===== src/rtl/pc_hazard_controller.sv =====
// Pipeline sequencing controller: load-use stall, taken-branch redirect/flush,
// drain-then-halt, plus saturating stall/flush performance counters.
module pc_hazard_controller #(
  parameter int REG_W        = 5,
  parameter int FLUSH_CYCLES = 1,
  parameter int DRAIN_CYCLES = 3,
  parameter int CNT_W        = 16
) (
  input  logic             clk,
  input  logic             rst,
  input  logic             IDEX_MemRead,
  input  logic [REG_W-1:0] IDEX_Rt,
  input  logic [REG_W-1:0] IFID_Rs,
  input  logic [REG_W-1:0] IFID_Rt,
  input  logic             IFID_UsesRt,
  input  logic             IFID_Halt,
  input  logic             EXMEM_BrTaken,
  output logic             PCWrite,
  output logic             PCSrc,
  output logic             IFIDWrite,
  output logic             IFIDFlush,
  output logic             IDEXFlush,
  output logic             EXMEMFlush,
  output logic             halted,
  output logic [CNT_W-1:0] stall_cnt,
  output logic [CNT_W-1:0] flush_cnt
);
  localparam int MAXC = (FLUSH_CYCLES > DRAIN_CYCLES) ? FLUSH_CYCLES : DRAIN_CYCLES;
  localparam int CW   = $clog2(MAXC + 1);

  typedef enum logic [1:0] {RUN, FLUSH, DRAIN, HALT} state_t;

  state_t        state, state_nxt;
  logic [CW-1:0] cnt, cnt_nxt;
  logic          stall_inc, flush_inc;
  logic          hz;

  // $0 never carries a real dependency, so a load to it cannot cause a stall
  assign hz = IDEX_MemRead && (IDEX_Rt != '0) &&
              ((IDEX_Rt == IFID_Rs) || (IFID_UsesRt && (IDEX_Rt == IFID_Rt)));

  // State, countdown and saturating performance counters
  always_ff @(posedge clk) begin
    if (rst) begin
      state     <= RUN;
      cnt       <= '0;
      stall_cnt <= '0;
      flush_cnt <= '0;
    end else begin
      state <= state_nxt;
      cnt   <= cnt_nxt;
      if (stall_inc && (stall_cnt != '1)) stall_cnt <= stall_cnt + 1'b1;
      if (flush_inc && (flush_cnt != '1)) flush_cnt <= flush_cnt + 1'b1;
    end
  end

  // Next state: branch beats hazard beats halt; a branch during drain cancels the halt
  always_comb begin
    state_nxt = state;
    cnt_nxt   = cnt;
    stall_inc = 1'b0;
    flush_inc = 1'b0;
    case (state)
      RUN: begin
        if (EXMEM_BrTaken) begin
          state_nxt = FLUSH;
          cnt_nxt   = CW'(FLUSH_CYCLES);
          flush_inc = 1'b1;
        end else if (hz) begin
          stall_inc = 1'b1;
        end else if (IFID_Halt) begin
          state_nxt = DRAIN;
          cnt_nxt   = CW'(DRAIN_CYCLES);
        end
      end
      FLUSH: begin
        cnt_nxt = cnt - CW'(1);
        if (cnt <= CW'(1)) state_nxt = RUN;
      end
      DRAIN: begin
        if (EXMEM_BrTaken) begin
          state_nxt = FLUSH;
          cnt_nxt   = CW'(FLUSH_CYCLES);
          flush_inc = 1'b1;
        end else begin
          cnt_nxt = cnt - CW'(1);
          if (cnt <= CW'(1)) state_nxt = HALT;
        end
      end
      default: state_nxt = HALT;
    endcase
  end

  // Pipeline controls, same-cycle from state and inputs; all quiet while in reset
  always_comb begin
    PCWrite    = 1'b0;
    PCSrc      = 1'b0;
    IFIDWrite  = 1'b0;
    IFIDFlush  = 1'b0;
    IDEXFlush  = 1'b0;
    EXMEMFlush = 1'b0;
    halted     = 1'b0;
    if (!rst) begin
      case (state)
        RUN: begin
          if (EXMEM_BrTaken) begin
            PCSrc      = 1'b1;
            IFIDFlush  = 1'b1;
            IDEXFlush  = 1'b1;
            EXMEMFlush = 1'b1;
          end else if (hz) begin
            PCWrite   = 1'b1;
            IFIDWrite = 1'b1;
            IDEXFlush = 1'b1;
          end else if (IFID_Halt) begin
            PCWrite   = 1'b1;
            IFIDWrite = 1'b1;
          end
        end
        FLUSH: IFIDFlush = 1'b1;
        DRAIN: begin
          if (EXMEM_BrTaken) begin
            PCSrc      = 1'b1;
            IFIDFlush  = 1'b1;
            IDEXFlush  = 1'b1;
            EXMEMFlush = 1'b1;
          end else begin
            PCWrite   = 1'b1;
            IFIDWrite = 1'b1;
            IDEXFlush = 1'b1;
          end
        end
        default: begin
          PCWrite   = 1'b1;
          IFIDWrite = 1'b1;
          IDEXFlush = 1'b1;
          halted    = 1'b1;
        end
      endcase
    end
  end

endmodule


===== config.mk =====
export PLATFORM = sky130hd
export DESIGN_NAME = pc_hazard_controller
export DESIGN_NICKNAME = d
export VERILOG_FILES = /design/src/rtl/pc_hazard_controller.sv
export SDC_FILE = /design/constraint.sdc
export NUM_CORES = 1
export LEC_CHECK = 0
export BUFFER_PORTS_ARGS = -buffer_cell sky130_fd_sc_hd__buf_4
export CAP_MARGIN = 20
export CORE_UTILIZATION = 30
export DETAILED_ROUTE_END_ITERATION = 6
export MAX_ROUTING_LAYER = met4
export PLACE_DENSITY = 0.56
export SKIP_CTS_REPAIR_TIMING = 1
export SLEW_MARGIN = 25
export SYNTH_ARGS = -nofsm -noshare
export SYNTH_HDL_FRONTEND = slang
export SYNTH_SLANG_ARGS = --single-unit
export TNS_END_PERCENT = 20

===== constraint.sdc =====
create_clock -name clk -period 2 [get_ports clk]
set_clock_uncertainty 0.2 [all_clocks]
set_input_delay 0.2 -clock clk [delete_from_list [all_inputs] [get_ports clk]]
set_output_delay 0.2 -clock clk [all_outputs]
set_load 0.005 [all_outputs]

---- After elaboration in Yosys (flattened, before gate mapping) ----
Index checks and enable logic that the tools add are counted.
storage, ports and cells
  output and inout bits ................... 39
  word-level logic and storage cells ...... 62
  register bits after elaboration ......... 36
operators by class
  add/sub/neg operators ................... 3
  muxes and demuxes ....................... 31
  reductions and logical operators ........ 13
  order comparisons ....................... 1
  equal/unequal tests ..................... 10
operators by type and width
  cell                     count
  $add A16 B1 Y16 const B  2
  $ne A16 B16 Y1 const B   2
  $mux W2                  10
  $mux W1                  16
  $pmux W2 S3              2
  $eq A5 B5 Y1             2
  $ne A3 B3 Y1 const B     3
  $logic_and A1 B1 Y1      5
  $reduce_bool A5 Y1       1
  $pmux W1 S2              2
  $reduce_and A4 Y1        1
  $pmux W1 S3              1
  $reduce_and A3 Y1        1
  $reduce_bool A3 Y1       1
  $reduce_or A3 Y1         1
  $eq A2 B1 Y1 const B     1
  $eq A2 B2 Y1 const B     1
  $le A2 B1 Y1 const B     1
  $logic_not A2 Y1         1
  $ne A2 B2 Y1 const B     1
  $reduce_or A2 Y1         1
  $sub A2 B1 Y2 const B    1
  $logic_or A1 B1 Y1       1

---- Depth between registers and ports, before layout ----
Gate-level depths: netlist of run 1.
  depth after elaboration ................. 8
  depth in mapped cells ................... 8
  depth with buffers taken out ............ 8

---- Least setup slack after synthesis of run 1 ----
OpenSTA, ideal clock, no wires.
  path kind ............................... reg-to-reg
  start point ............................. register stall_cnt[0]
  end point ............................... register stall_cnt[15]
  setup slack ............................. -0.255 ns
  cell stages (with the launch flop) ...... 8
  data arrival time ....................... 1.934 ns
  path buffers ............................ 0
  cells stage by stage .................... dfxtp_1 > ha_1 > and3_1 > and3_4 > a211oi_4 > nand2_4 > nor4_1 > mux2_2
between the ends
  cells in the longest elaborated chain, start to end .. 2
  elaborated cells on any way between the ends .. 3
ends and longest elaborated chain
  what                                                                     line  text
  from (decl)                                                              25    output logic [CNT_W-1:0] stall_cnt,
  from (signal assigned)                                                   52    if (stall_inc && (stall_cnt != '1)) stall_cnt <= stall_cnt + 1'b1;
  parallel branches: the longest is 2 deep, another holds $add A16 B1 Y16  n/a
Parallel ways; which one is timed is not known.
A chain may end at the register's enable or synchronous reset.

---- Worst setup path after layout of run 1 ----
  start point ............................. register stall_cnt[1]
  end point ............................... register stall_cnt[15]
Same word-level chain as after synthesis.

==> results of run 1 <==
[area by class of cell]
| type | count | area share [%] |
|---|---|---|
| Inverter | 9 | 1.04 |
| Sequential cell | 36 | 22.3 |
| Timing Repair Buffer | 114 | 26.4 |
| Clock inverter | 1 | 0.230 |
| Tap cell | 77 | 2.96 |
| Multi-Input combinational cell | 191 | 44.5 |
| Clock buffer | 7 | 2.65 |
[how the worst max path moves through the flow]
stage | startpoint | end | depth (start not counted)
floorplan | stall_cnt[0] | stall_cnt[15] | 7
global placement | stall_cnt[0] | stall_cnt[15] | 7
detailed placement | stall_cnt[0] | stall_cnt[15] | 7
CTS | stall_cnt[0] | stall_cnt[15] | 7
global route | stall_cnt[1] | stall_cnt[9] | 7
finish | stall_cnt[1] | stall_cnt[15] | 7
[synthesized netlist by cell type, types with 2 or more instances]
master,n,area (µm²)
clkbuf_1,6,22.5
xnor2_1,14,123
xor2_1,17,149
or4_1,3,22.5
nand2b_1,2,12.5
nand2_1,16,60.1
and4_1,3,26.3
dfxtp_1,36,721
inv_1,9,33.8
a21oi_1,10,50.1
nor3_1,4,20.0
o21ai_0,7,35.0
o31ai_1,4,30.0
and3_1,4,25.0
buf_4,2,15.0
a211oi_4,2,40.0
mux2i_1,4,40.0
mux2_2,3,33.8
ha_1,7,87.6
nor4_1,2,12.5
nand3_1,15,75.1
a311oi_1,2,17.5
nor2b_1,5,31.3
nor2_1,36,135
nand4_1,9,56.3
a211oi_1,3,22.5
or3_1,3,18.8
[layer usage]
layer  part of all wire, %  routed length [µm]  global-route usage, %  vias up
li1                      -                   -                      -     1083
met1                    47                2580                   19.7      974
met3                   4.0                 216                   3.31       13
met2                    47                2550                   25.0       50
met4                   1.9                 102                   5.00        0
met5                     0                   0                      -        -
[flip-flops by register name, indices dropped and copies added (netlist names)]
register,flops
flush_cnt,16
stall_cnt,16
cnt,2
state,2
[critical path, delay by kind of cell (launching register included)]
family          cells  cell delay, ns
compound gates      1            0.26
fa+ha+maj           1            0.15
flops               1            0.34
mux                 1            0.32
simple gates        4            0.80
[cell families (layout without fill, tap and decap cells)]
| family | after synthesis | after routing | share of synthesized area, % |
|---|---|---|---|
| AO/OA/AOI/OAI | 36 | 36 | 13.7 |
| XOR/XNOR | 31 | 31 | 13.0 |
| adder cells (fa/ha/maj) | 7 | 7 | 4.21 |
| buffers and inverters | 18 | 131 | 3.67 |
| flip-flops | 36 | 36 | 34.6 |
| multiplexers | 7 | 7 | 3.55 |
| AND/OR/NAND/NOR | 110 | 110 | 27.2 |
[stage by stage]
stage | power [mW] | hold WS [ns] | cell area, µm² | setup slack [ns] | utilization [%]
floorplan | 1.10 | 0.160 | 2100 | -0.231 | -
global placement | 1.34 | 0.304 | 3000 | -0.158 | 45.9
detailed placement | 1.34 | 0.310 | 3000 | -0.215 | 45.9
CTS | 1.90 | 0.00218 | 3090 | -0.229 | 47.3
global route | 2.07 | 0.0171 | 3260 | -0.255 | 49.9
finish | 1.94 | 0.00356 | 3260 | -0.186 | 49.9
[power by group]
group	internal, mW	leakage (nW)	switching, mW
Combinational	0.325	1.11	0.299
Clock	0.280	0.0445	0.263
Sequential	0.753	0.293	0.0221
Total	1.36	1.45	0.584
==> results.txt, run 1 <==
----------------------------------------------------
[Critical path]
  Required time of the worst setup path ... 1.97 ns
  Largest fanout on the critical path ... 8
  R2r startpoint ... stall_cnt[1]
  Arrival time reported for the critical path endpoint ... 2.16 ns
  Worst setup EP type ... register
  CP max stage cell ... dfxtp_2
  Classification of the worst setup path ... reg -> reg
  Register-to-Register Path Depth ... 7
  Critical-path cell list ... ha_4, and3_4, and3_4, a211oi_4, nand2_4, nor4_4, mux2_4
  Capturing point of the worst reg2reg path ... stall_cnt[15]
  Kind of start point of the critical path ... register
  Reg-to-reg slack, setup ... -0.19 ns
  Maximum cell stage delay along the critical path ... approximately 0.34 ns
  Critical Path Most Common Cell ... and3_4

[Pwr]
  Leakage Power ... 1.45 nW
  Peak VDD IR ... 299 µV
  Power Density ... 596 nW/µm²

[Timing]
  Max-slew violation count ... 0
  Setup slack after layout ... -0.186 ns
  Total of endpoints with negative setup slack in the final report ... 8
  Post-layout minimum cycle time ... roughly 2.2 ns
  Unrepaired setup endpoints after global routing ... true
  Transition time at the pin with the least slew margin ... 0.486 ns
  Ratio of final minimum period to clock period ... 109%
  Maximum operating frequency ... between 0.4 and 0.5 GHz
  Post-Route Setup TNS ... -0.799 ns
  Relative slew slack ... 67.6%
  Final hold viol count ... 0

[Routing]
  Final antenna-violating net count ... 0
  Total detailed-routing wirelength ... 5450 µm
  Average routed wire per standard cell ... between 10 and 15 µm
  Total vias in the final route ... 2120
  Remaining DRCs ... 0
  Detail-routed via count per cell ... 4.87
  Iter 0 DRT Violations ... 41
  Total iterations of the first detailed-routing run ... 4

[Clock network]
  CTS tree ... built
  Max H-tree Level ... 2
  Clock-pin slew of the registers on the worst-case setup and hold paths ... 0.08 ns
  TritonCTS Buffers ... 5
  CTS root buffer ... clkbuf_8
  Clk sinks ... 36
  Buffer levels on the longest clock path ... 2
  Clock latency reported for the late side of the worst-skew pair ... 0.29 ns

[Synthesis]
  Number of flops mapped to enable cells by yosys ... 0
  Proportion of register bits with asynchronous set or reset after synthesis ... 0%
  Share of synthesized area occupied by flip-flops and latches ... 34.6%
  Number of library cell types mapped by synthesis ... 44
  Yosys reg bits ... 36
  Mean cell area of the mapped netlist ... 8.50 µm²
  Post-Synthesis Cell Area ... 2080 µm²
  Number of instances in the synthesized netlist ... roughly 250
  Syn Nets ... ~270
  Count of yosys warnings during synthesis ... 0
  Top FF cell, synth ... dfxtp_1

[Finish]
  Post-layout nets ... between 300 and 400
  Area growth from synthesis to layout ... 56.5%
  Commonest cells after routing, fill and taps aside ... buf_4 (113), nor2_1 (36), dfxtp_1 (32), xor2_1 (17), nand2_1 (15)
  Area occupied by multi-input gates ... 1450 µm²
  Number of antenna diodes ... 0
  Number of non-filler instances in the completed layout ... 435
  Total of fill cells in the finished design ... 640
  Register area ... 726 µm²
  Most common cell after layout, fill and taps aside ... buf_4
  Fraction of final layout cells with drive strength greater than 1 ... 44.7%

[Placement]
  Final HPWL DP ... ~4100 µm
  Final Wtd Congestion ... 0.797
  Number of cells in the design after placement ... 425
  Number of port buffers ... 59

[Global routing]
  GRT overflow ... 0
  Overall fraction of global-route tracks in use ... 15.6%
  Initial antenna violation count ... 0
  First-pass GRT wire length ... roughly 8900 µm
  Largest net degree at the start of global routing ... 45
  Number of global-route vias before repair ... approximately 2000

[Run]
  Max-cap viol count ... 0

[Die]
  Die Height ... 85.3 µm
  Floorplan core area ... 6530 µm²
  Die X-Extent ... 85.3 µm
  Effective utilization at floorplan ... 31.9%
  Number of rows created at floorplan ... 29
  Die footprint ... 7280 µm²
  Number of ports placed on the die boundary ... 60

[Run status]
  Status ... finished with violations
  Violations in the final reports ... negative setup slack

[Min path]
  WHS Path Cells ... 3
  Path category of the worst min-delay check ... in -> reg
  Hold path start ... IFID_Halt
  Worst Hold Endpoint ... state[1]

----------------------------------------------------
Note: power is estimated with default switching activity, not from simulation.
==> run 2, diff against run 1 <==
--- a/config.mk
+++ b/config.mk
@@ -5,12 +5,13 @@
 export SDC_FILE = /design/constraint.sdc
 export NUM_CORES = 1
 export LEC_CHECK = 0
+export ABC_AREA = 1
 export BUFFER_PORTS_ARGS = -buffer_cell sky130_fd_sc_hd__buf_4
 export CAP_MARGIN = 20
 export CORE_UTILIZATION = 30
 export DETAILED_ROUTE_END_ITERATION = 6
 export MAX_ROUTING_LAYER = met4
-export PLACE_DENSITY = 0.56
+export PLACE_DENSITY = 0.55
 export SKIP_CTS_REPAIR_TIMING = 1
 export SLEW_MARGIN = 25
 export SYNTH_ARGS = -nofsm -noshare
==> run 2 against run 1 <==
Compared with the run above: the flow now finishes without violations; clock power is essentially flat; synthesized area is 17% higher; first-iteration DRC count increased to 2.6 times the previous value; core utilization down 8.0 points; synthesized cell count increased by 56%; maximum frequency increased by 16%; largest cell class unchanged; largest power group unchanged; highest routed layer unchanged.
==> results.txt, run 2 <==
----------------------------------------------------
[Die]
  Floorplan core area ... 7810 µm² (was 6530 µm²)
  Die X-Extent ... 92.3 µm (was 85.3 µm)
  Effective utilization at floorplan ... 31.3% (was 31.9%)
  Die footprint ... 8510 µm² (was 7280 µm²)
  Number of rows created at floorplan ... 32 (was 29)
  Number of ports placed on the die boundary ... 60 (unchanged)
  Die Height ... 92.3 µm (was 85.3 µm)

[Clock network]
  Max H-tree Level ... 2 (unchanged)
  Buffer levels on the longest clock path ... 2 (unchanged)
  Clk sinks ... 36 (unchanged)
  Clock latency reported for the late side of the worst-skew pair ... 0.30 ns (was 0.29 ns)
  CTS tree ... built (unchanged)
  Clock-pin slew of the registers on the worst-case setup and hold paths ... 0.09 ns (was 0.08 ns)
  TritonCTS Buffers ... 5 (unchanged)
  CTS root buffer ... clkbuf_8 (unchanged)

[Routing]
  Total vias in the final route ... 2623 (was 2120)
  Detail-routed via count per cell ... 4.64 (was 4.87)
  Remaining DRCs ... 0 (unchanged)
  Final antenna-violating net count ... 0 (unchanged)
  Iter 0 DRT Violations ... 108 (was 41)
  Total iterations of the first detailed-routing run ... 4 (unchanged)
  Average routed wire per standard cell ... 11.3 µm (was 12.5 µm)
  Total detailed-routing wirelength ... 6390 µm (was 5450 µm)

[Global routing]
  First-pass GRT wire length ... 10700 µm (was 8870 µm)
  Initial antenna violation count ... 0 (unchanged)
  Overall fraction of global-route tracks in use ... 16.0% (was 15.6%)
  Largest net degree at the start of global routing ... 27 (was 45)
  GRT overflow ... 0 (unchanged)
  Number of global-route vias before repair ... 2392 (was 1965)

[Pwr]
  Combinational power share ... 28.2% (was 32.1%)
  Power Density ... 570 nW/µm² (was 596 nW/µm²)
  Peak VDD IR ... 250 µV (was 299 µV)
  Psw ... 623 µW (was 584 µW)
  Clock power frac ... 29.0% (was 28.0%)
  Sequential group share of total power ... 42.7% (was 39.9%)
  Internal power ... 1.24 mW (was 1.36 mW)
  Fraction of power spent switching nets ... 33.4% (was 30.1%)
  Final total power ... 1.86 mW (was 1.94 mW)
  Leakage Power ... 1.41 nW (was 1.45 nW)

[Synthesis]
  Proportion of register bits with asynchronous set or reset after synthesis ... 0% (unchanged)
  List of most frequent post-synthesis cells ... nand2_1 (103), inv_1 (49), nor2_1 (49) (was dfxtp_1 (36), nor2_1 (36), xor2_1 (17))
  Syn Nets ... 410 (was 273)
  XOR/XNOR share of the synthesized area ... 5.02% (was 13.0%)
  Mean cell area of the mapped netlist ... 6.40 µm² (was 8.50 µm²)
  Number of library cell types mapped by synthesis ... 33 (was 44)
  Top cells by area in the synthesized netlist ... dfxtp_1 (29%), nand2_1 (16%), inv_1 (7.5%) (was dfxtp_1 (35%), xor2_1 (7.2%), nor2_1 (6.5%))
  Fraction of the mapped netlist area in simple logic gates ... 39.4% (was 27.2%)
  Top FF cell, synth ... dfxtp_1 (unchanged)
  Post-Synthesis Cell Area ... 2440 µm² (was 2080 µm²)
  Post-synthesis compound-gate area fraction ... 11.5% (was 13.7%)
  Largest area contributor in the synthesized netlist ... dfxtp_1 (unchanged)
  Top-area cell type share of the netlist area ... 29.5% (was 34.6%)
  Count of yosys warnings during synthesis ... 0 (unchanged)
  Number of instances in the synthesized netlist ... 382 (was 245)
  Count leader, synth ... nand2_1
  Yosys reg bits ... 36 (unchanged)
  Number of flops mapped to enable cells by yosys ... 0 (unchanged)
  Multiplexer fraction of the synthesized cell area ... 0% (was 3.55%)
  Share of synthesized cell area in full adder, half adder and majority cells ... 3.58% (was 4.21%)
  Main combinational cell family by area after synthesis ... simple AND/OR/NAND/NOR gates (unchanged)
  Share of synthesized area occupied by flip-flops and latches ... 29.5% (was 34.6%)

[Critical path]
  Required time of the worst setup path ... 1.60 ns (was 1.97 ns)
  Total buffers and inverters traversed by the critical path ... 3 (was 0)
  Critical path's top delay family ... flip-flops (was simple AND/OR/NAND/NOR gates)
  Classification of the worst setup path ... reg -> out (was reg -> reg)
  Capturing point of the worst reg2reg path ... stall_cnt[13] (was stall_cnt[15])
  Critical-path cell list ... inv_4, ha_4, nand2_1, inv_2, nand3_2, a41oi_2, buf_4 (was ha_4, and3_4, and3_4, a211oi_4, nand2_4, nor4_4, mux2_4)
  Kind of start point of the critical path ... register (unchanged)
  Register-to-Register Path Depth ... 10 (was 7)
  Maximum cell stage delay along the critical path ... 0.36 ns (was 0.34 ns)
  Arrival time reported for the critical path endpoint ... 1.48 ns (was 2.16 ns)
  R2r startpoint ... stall_cnt[0] (was stall_cnt[1])
  CP max stage cell ... dfxtp_2 (unchanged)
  Reg-to-reg slack, setup ... 0.13 ns (was -0.19 ns)
  Largest fanout on the critical path ... 5 (was 8)
  Worst setup EP type ... output pin (was register)

[Run status]
  Status ... complete, no violations (was finished with violations)

[Min path]
  Path category of the worst min-delay check ... in -> reg (unchanged)
  WHS Path Cells ... 2 (was 3)
  Worst Hold Endpoint ... stall_cnt[9] (was state[1])
  Hold path start ... rst (was IFID_Halt)

[Timing]
  Post-layout minimum cycle time ... 1.88 ns (was 2.19 ns)
  Transition time at the pin with the least slew margin ... 0.396 ns (was 0.486 ns)
  Ratio of final minimum period to clock period ... 94.2% (was 109%)
  Post-Route Setup TNS ... 0 ns (was -0.799 ns)
  Hold WS ... 0.0934 ns (was 0.00356 ns)
  Max-slew violation count ... 0 (unchanged)
  Total of endpoints with negative setup slack in the final report ... 0 (was 8)
  Final hold viol count ... 0 (unchanged)
  Relative slew slack ... 73.4% (was 67.6%)
  Maximum operating frequency ... 0.531 GHz (was 0.458 GHz)
  Unrepaired setup endpoints after global routing ... false (was true)

[Placement]
  Final HPWL DP ... 4810 µm (was 4050 µm)
  Final Wtd Congestion ... 0.864 (was 0.797)
  Number of port buffers ... 59 (unchanged)

[Finish]
  Area occupied by multi-input gates ... 1500 µm² (was 1450 µm²)
  Registers with the most flip-flops ... flush_cnt (16), stall_cnt (16) (unchanged)
  Most common cell after layout, fill and taps aside ... nand2_1 (was buf_4)
  Register area ... 728 µm² (was 726 µm²)
  Commonest cells after routing, fill and taps aside ... nand2_1 (102), buf_4 (82), nor2_1 (48), inv_1 (46), dfxtp_1 (32) (was buf_4 (113), nor2_1 (36), dfxtp_1 (32), xor2_1 (17), nand2_1 (15))
  Fraction of final layout cells with drive strength greater than 1 ... 29.8% (was 44.7%)
  Number of antenna diodes ... 0 (unchanged)
  Area growth from synthesis to layout ... 33.8% (was 56.5%)
  Post-layout nets ... 490 (was 385)
  Total of fill cells in the finished design ... 842 (was 640)

[Run]
  Max-cap viol count ... 0 (unchanged)

----------------------------------------------------
[run 2: changes by cell type after synthesis, sizes merged, moves of 5 or more]
cell,before,now
nor2b,5,0
xnor2,14,5
a211oi,5,0
nand3,15,22
nor2,37,51
inv,9,54
o21ai,8,15
nand2,17,115
xor2,17,9
nor3,4,13
a21oi,10,26
[run 2: layout make-up]
type,instances,area share [%]
tap,102,3.90
sequential,36,22.3
clock buffer,5,2.10
clock inverter,3,0.574
inverter,54,6.58
multi-input combinational,283,45.8
timing repair buffer,82,18.8
[run 2: worst max-delay path by stage]
| stage | to | cells past startpoint | start | slack, ns |
|---|---|---|---|---|
| floorplan | flush_cnt[3] | 9 | state[0] | 0.17 |
| global placement | flush_cnt[8] | 9 | flush_cnt[0] | 0.11 |
| detailed placement | flush_cnt[13] | 9 | state[0] | 0.01 |
| CTS | IFIDWrite | 7 | state[1] | -0.20 |
| global route | PCWrite | 7 | state[1] | 0.0004 |
| finish | IFIDWrite | 7 | state[1] | 0.12 |
[run 2: cell families (layout without fill, tap and decap cells)]
group | Yosys count | after routing
xor gates and xnor gates | 14 | 14
AOI/OAI and AO/OA | 46 | 46
buffers and inverters | 63 | 144
DFF | 36 | 36
and+or+nand+nor | 216 | 216
adders and majority gates | 7 | 7
[run 2: power groups by stage]
stage               registers [mW]  clock network [mW]  logic, mW
floorplan                    0.797                   0      0.299
global placement             0.798                   0      0.464
detailed placement           0.801                   0      0.475
CTS                          0.784               0.554      0.477
global route                 0.803               0.589      0.598
finish                       0.797               0.541      0.526
[run 2: through the flow]
stage               area [µm²]  worst slack [ns]  cells  utilization [%]
finish                    3270             0.117    565             41.9
detailed placement        3110            0.0124    555             39.8
CTS                       3190            -0.199    563             40.9
global placement          3110             0.110    555             39.8
global route              3270          0.000391    565             41.9
floorplan                 2440             0.166    382                -
[run 2: routing by layer]
metal  GRT usage [%]  up-vias  wire, µm
li1                -     1378         -
met1            20.8     1185      3120
met2            25.2       52      2890
met3            2.90        8       282
met4            4.82        0        93
met5               -        -         0
==> run 3, diff against run 2 <==
--- a/config.mk
+++ b/config.mk
@@ -6,12 +6,12 @@
 export NUM_CORES = 1
 export LEC_CHECK = 0
 export ABC_AREA = 1
-export BUFFER_PORTS_ARGS = -buffer_cell sky130_fd_sc_hd__buf_4
 export CAP_MARGIN = 20
 export CORE_UTILIZATION = 30
 export DETAILED_ROUTE_END_ITERATION = 6
+export DONT_BUFFER_PORTS = 1
 export MAX_ROUTING_LAYER = met4
-export PLACE_DENSITY = 0.55
+export PLACE_DENSITY = 0.48
 export SKIP_CTS_REPAIR_TIMING = 1
 export SLEW_MARGIN = 25
 export SYNTH_ARGS = -nofsm -noshare
==> run 3 against run 2 <==
Compared with the run above: global-route usage down 0.32 points; clock power up 2%; count of clock-buffer cells in the layout up 2; the flow now finishes with violations (negative hold slack); power down 4.0%; critical path type unchanged; hold slack worse by 0.11 ns; cell count down 8.7%; combinational power down 12%; critical path depth unchanged; highest routed layer unchanged; largest power group unchanged.
==> results.txt, run 3 (synthesized netlist as in run 2, its figures left out) <==
----------------------------------------------------
[Global routing]
  Initial antenna violation count ... 0 (unchanged)
  GRT overflow ... 0 (unchanged)
  Largest net degree at the start of global routing ... 27 (unchanged)
  Overall fraction of global-route tracks in use ... 15.7% (was 16.0%)
  Number of global-route vias before repair ... 2346 (was 2392)
  First-pass GRT wire length ... 10500 µm (was 10700 µm)

[Placement]
  Final Wtd Congestion ... 0.808 (was 0.864)
  Placed Instance Area ... 2740 µm² (was 3110 µm²)
  Final HPWL DP ... 4700 µm (was 4810 µm)
  Number of port buffers ... 0 (was 59)

[Pwr]
  Fraction of power spent switching nets ... 32.1% (was 33.4%)
  Sequential group share of total power ... 43.2% (was 42.7%)
  Clock power frac ... 30.9% (was 29.0%)
  Peak VDD IR ... 251 µV (was 250 µV)
  Leakage Power ... 1.15 nW (was 1.41 nW)
  Power Density ... 608 nW/µm² (was 570 nW/µm²)
  Internal power ... 1.21 mW (was 1.24 mW)
  Psw ... 575 µW (was 623 µW)
  Final total power ... 1.79 mW (was 1.86 mW)
  Combinational power share ... 25.9% (was 28.2%)

[Min path]
  Path category of the worst min-delay check ... in -> reg (unchanged)
  Hold path start ... EXMEM_BrTaken (was rst)

[Critical path]
  Total buffers and inverters traversed by the critical path ... 3 (unchanged)
  Worst Setup SP ... state[1] (unchanged)
  Worst setup EP type ... output pin (unchanged)
  Required time of the worst setup path ... 1.60 ns (about the same)
  R2r startpoint ... state[0] (was stall_cnt[0])
  CP max stage cell ... dfxtp_2 (unchanged)
  Maximum cell stage delay along the critical path ... 0.34 ns (was 0.36 ns)
  Critical path's top delay family ... flip-flops (unchanged)
  Critical-path cell list ... inv_2, ha_1, buf_4, nand2_1, inv_2, nand3_4, a41oi_4 (was inv_4, ha_4, nand2_1, inv_2, nand3_2, a41oi_2, buf_4)
  Critical Path Most Common Cell ... inv_2
  Classification of the worst setup path ... reg -> out (unchanged)
  Largest fanout on the critical path ... 4 (was 5)
  Arrival time reported for the critical path endpoint ... 1.51 ns (was 1.48 ns)
  Kind of start point of the critical path ... register (unchanged)

[Finish]
  Most common cell after layout, fill and taps aside ... nand2_1 (unchanged)
  Total of fill cells in the finished design ... 839 (was 842)
  Registers with the most flip-flops ... flush_cnt (16), stall_cnt (16) (unchanged)
  Number of antenna diodes ... 0 (unchanged)
  Area occupied by multi-input gates ... 1520 µm² (was 1500 µm²)
  Post-layout nets ... 441 (was 490)
  Fraction of final layout cells with drive strength greater than 1 ... 20.5% (was 29.8%)
  Final cell utilization of the core ... 37.7% (was 41.9%)
  Register area ... 722 µm² (was 728 µm²)
  Final standard cell area without fillers ... 2940 µm² (was 3270 µm²)
  Area growth from synthesis to layout ... 20.3% (was 33.8%)
  Commonest cells after routing, fill and taps aside ... nand2_1 (102), nor2_1 (48), inv_1 (46), dfxtp_1 (35), buf_4 (30) (was nand2_1 (102), buf_4 (82), nor2_1 (48), inv_1 (46), dfxtp_1 (32))

[Routing]
  Average routed wire per standard cell ... 12.0 µm (was 11.3 µm)
  Iter 0 DRT Violations ... 63 (was 108)
  Remaining DRCs ... 0 (unchanged)
  Total vias in the final route ... 2370 (was 2623)
  Total iterations of the first detailed-routing run ... 4 (unchanged)
  Detail-routed via count per cell ... 4.59 (was 4.64)
  Final antenna-violating net count ... 0 (unchanged)
  Total detailed-routing wirelength ... 6170 µm (was 6390 µm)

[Die]
  Floorplan core area ... 7810 µm² (unchanged)
  Number of rows created at floorplan ... 32 (unchanged)
  Die footprint ... 8510 µm² (unchanged)
  Number of ports placed on the die boundary ... 60 (unchanged)
  Effective utilization at floorplan ... 31.3% (unchanged)
  Die Height ... 92.3 µm (unchanged)
  Die X-Extent ... 92.3 µm (unchanged)

[Clock network]
  Clock-pin slew of the registers on the worst-case setup and hold paths ... 0.08 ns (was 0.09 ns)
  TritonCTS Buffers ... 5 (unchanged)
  CTS tree ... built (unchanged)
  Clk sinks ... 36 (unchanged)
  Buffer levels on the longest clock path ... 2 (unchanged)
  Max H-tree Level ... 2 (unchanged)
  CTS root buffer ... clkbuf_8 (unchanged)
  Clock latency reported for the late side of the worst-skew pair ... 0.28 ns (was 0.30 ns)

[Run]
  Max-cap viol count ... 0 (unchanged)

[Timing]
  Post-layout minimum cycle time ... 1.91 ns (was 1.88 ns)
  Total of endpoints with negative setup slack in the final report ... 0 (unchanged)
  Max-slew violation count ... 0 (unchanged)
  Ratio of final minimum period to clock period ... 95.5% (was 94.2%)
  Hold WS ... -0.0193 ns (was 0.0934 ns)
  Transition time at the pin with the least slew margin ... 0.320 ns (was 0.396 ns)
  Maximum operating frequency ... 0.524 GHz (was 0.531 GHz)
  Relative slew slack ... 78.5% (was 73.4%)
  Final hold viol count ... 1 (was 0)

[Run status]
  Violations in the final reports ... negative hold slack
  Status ... finished with violations (was complete, no violations)

----------------------------------------------------
## run 3: cell types whose count changed in the layout (fill, tap and decap cells not counted), moves of 2 or more
cell      before  now
buf_4         82   30
dfxtp_1       32   35
buf_12         0    2
clkinv_2       2    0
dfxtp_2        3    1
inv_2          5    7
inv_4          2    0
## run 3: area by class of cell
type | instances | area share [%]
clock buffer | 7 | 2.93
sequential | 36 | 24.5
clock inverter | 1 | 0.255
tap | 102 | 4.34
multi-input combinational | 283 | 51.5
timing repair buffer | 33 | 9.36
inverter | 54 | 7.06
## run 3: final timing paths
path / end / slack [ns] / cells after the start
worst max-delay path: PCWrite / 0.09 / 7
worst min-delay path: state[1] / -0.02 / 3
worst max register to register: flush_cnt[13] / 0.15 / 9
worst min register to register: flush_cnt[4] / 0.31 / 2
## run 3: tightest hold or removal path, cell delays in order
cell,delay (ns)
o21ai_0,0.08
nor2_1,0.11
nor2_1,0.05
## run 3: power groups by stage
| stage | Combinational (mW) | Clock [mW] | Sequential (mW) |
|---|---|---|---|
| 5_1_grt | 0.526 | 0.611 | 0.779 |
| 4_1_cts | 0.416 | 0.583 | 0.770 |
| 3_3_place_gp | 0.415 | 0 | 0.787 |
| 6_report | 0.463 | 0.553 | 0.774 |
| 2_1_floorplan | 0.299 | 0 | 0.797 |
| 3_5_place_dp | 0.413 | 0 | 0.787 |
## run 3: routing by layer
| metal | vias to the layer above | GRT usage (%) | routed length [µm] |
|---|---|---|---|
| li1 | 1270 | - | - |
| met1 | 1066 | 18.5 | 2940 |
| met2 | 30 | 26.4 | 2880 |
| met3 | 4 | 4.15 | 293 |
| met4 | 0 | 4.04 | 57 |
| met5 | - | - | 0 |
## run 3: metrics by stage
| stage | TNS (ns) | instances | worst slack [ns] |
|---|---|---|---|
| global placement | 0 | 504 | 0.0423 |
| detailed placement | -0.0123 | 504 | -0.0123 |
| floorplan | 0 | 382 | 0.166 |
| finish | 0 | 516 | 0.0902 |
| global route | -0.0315 | 516 | -0.0158 |
| CTS | -0.409 | 512 | -0.181 |
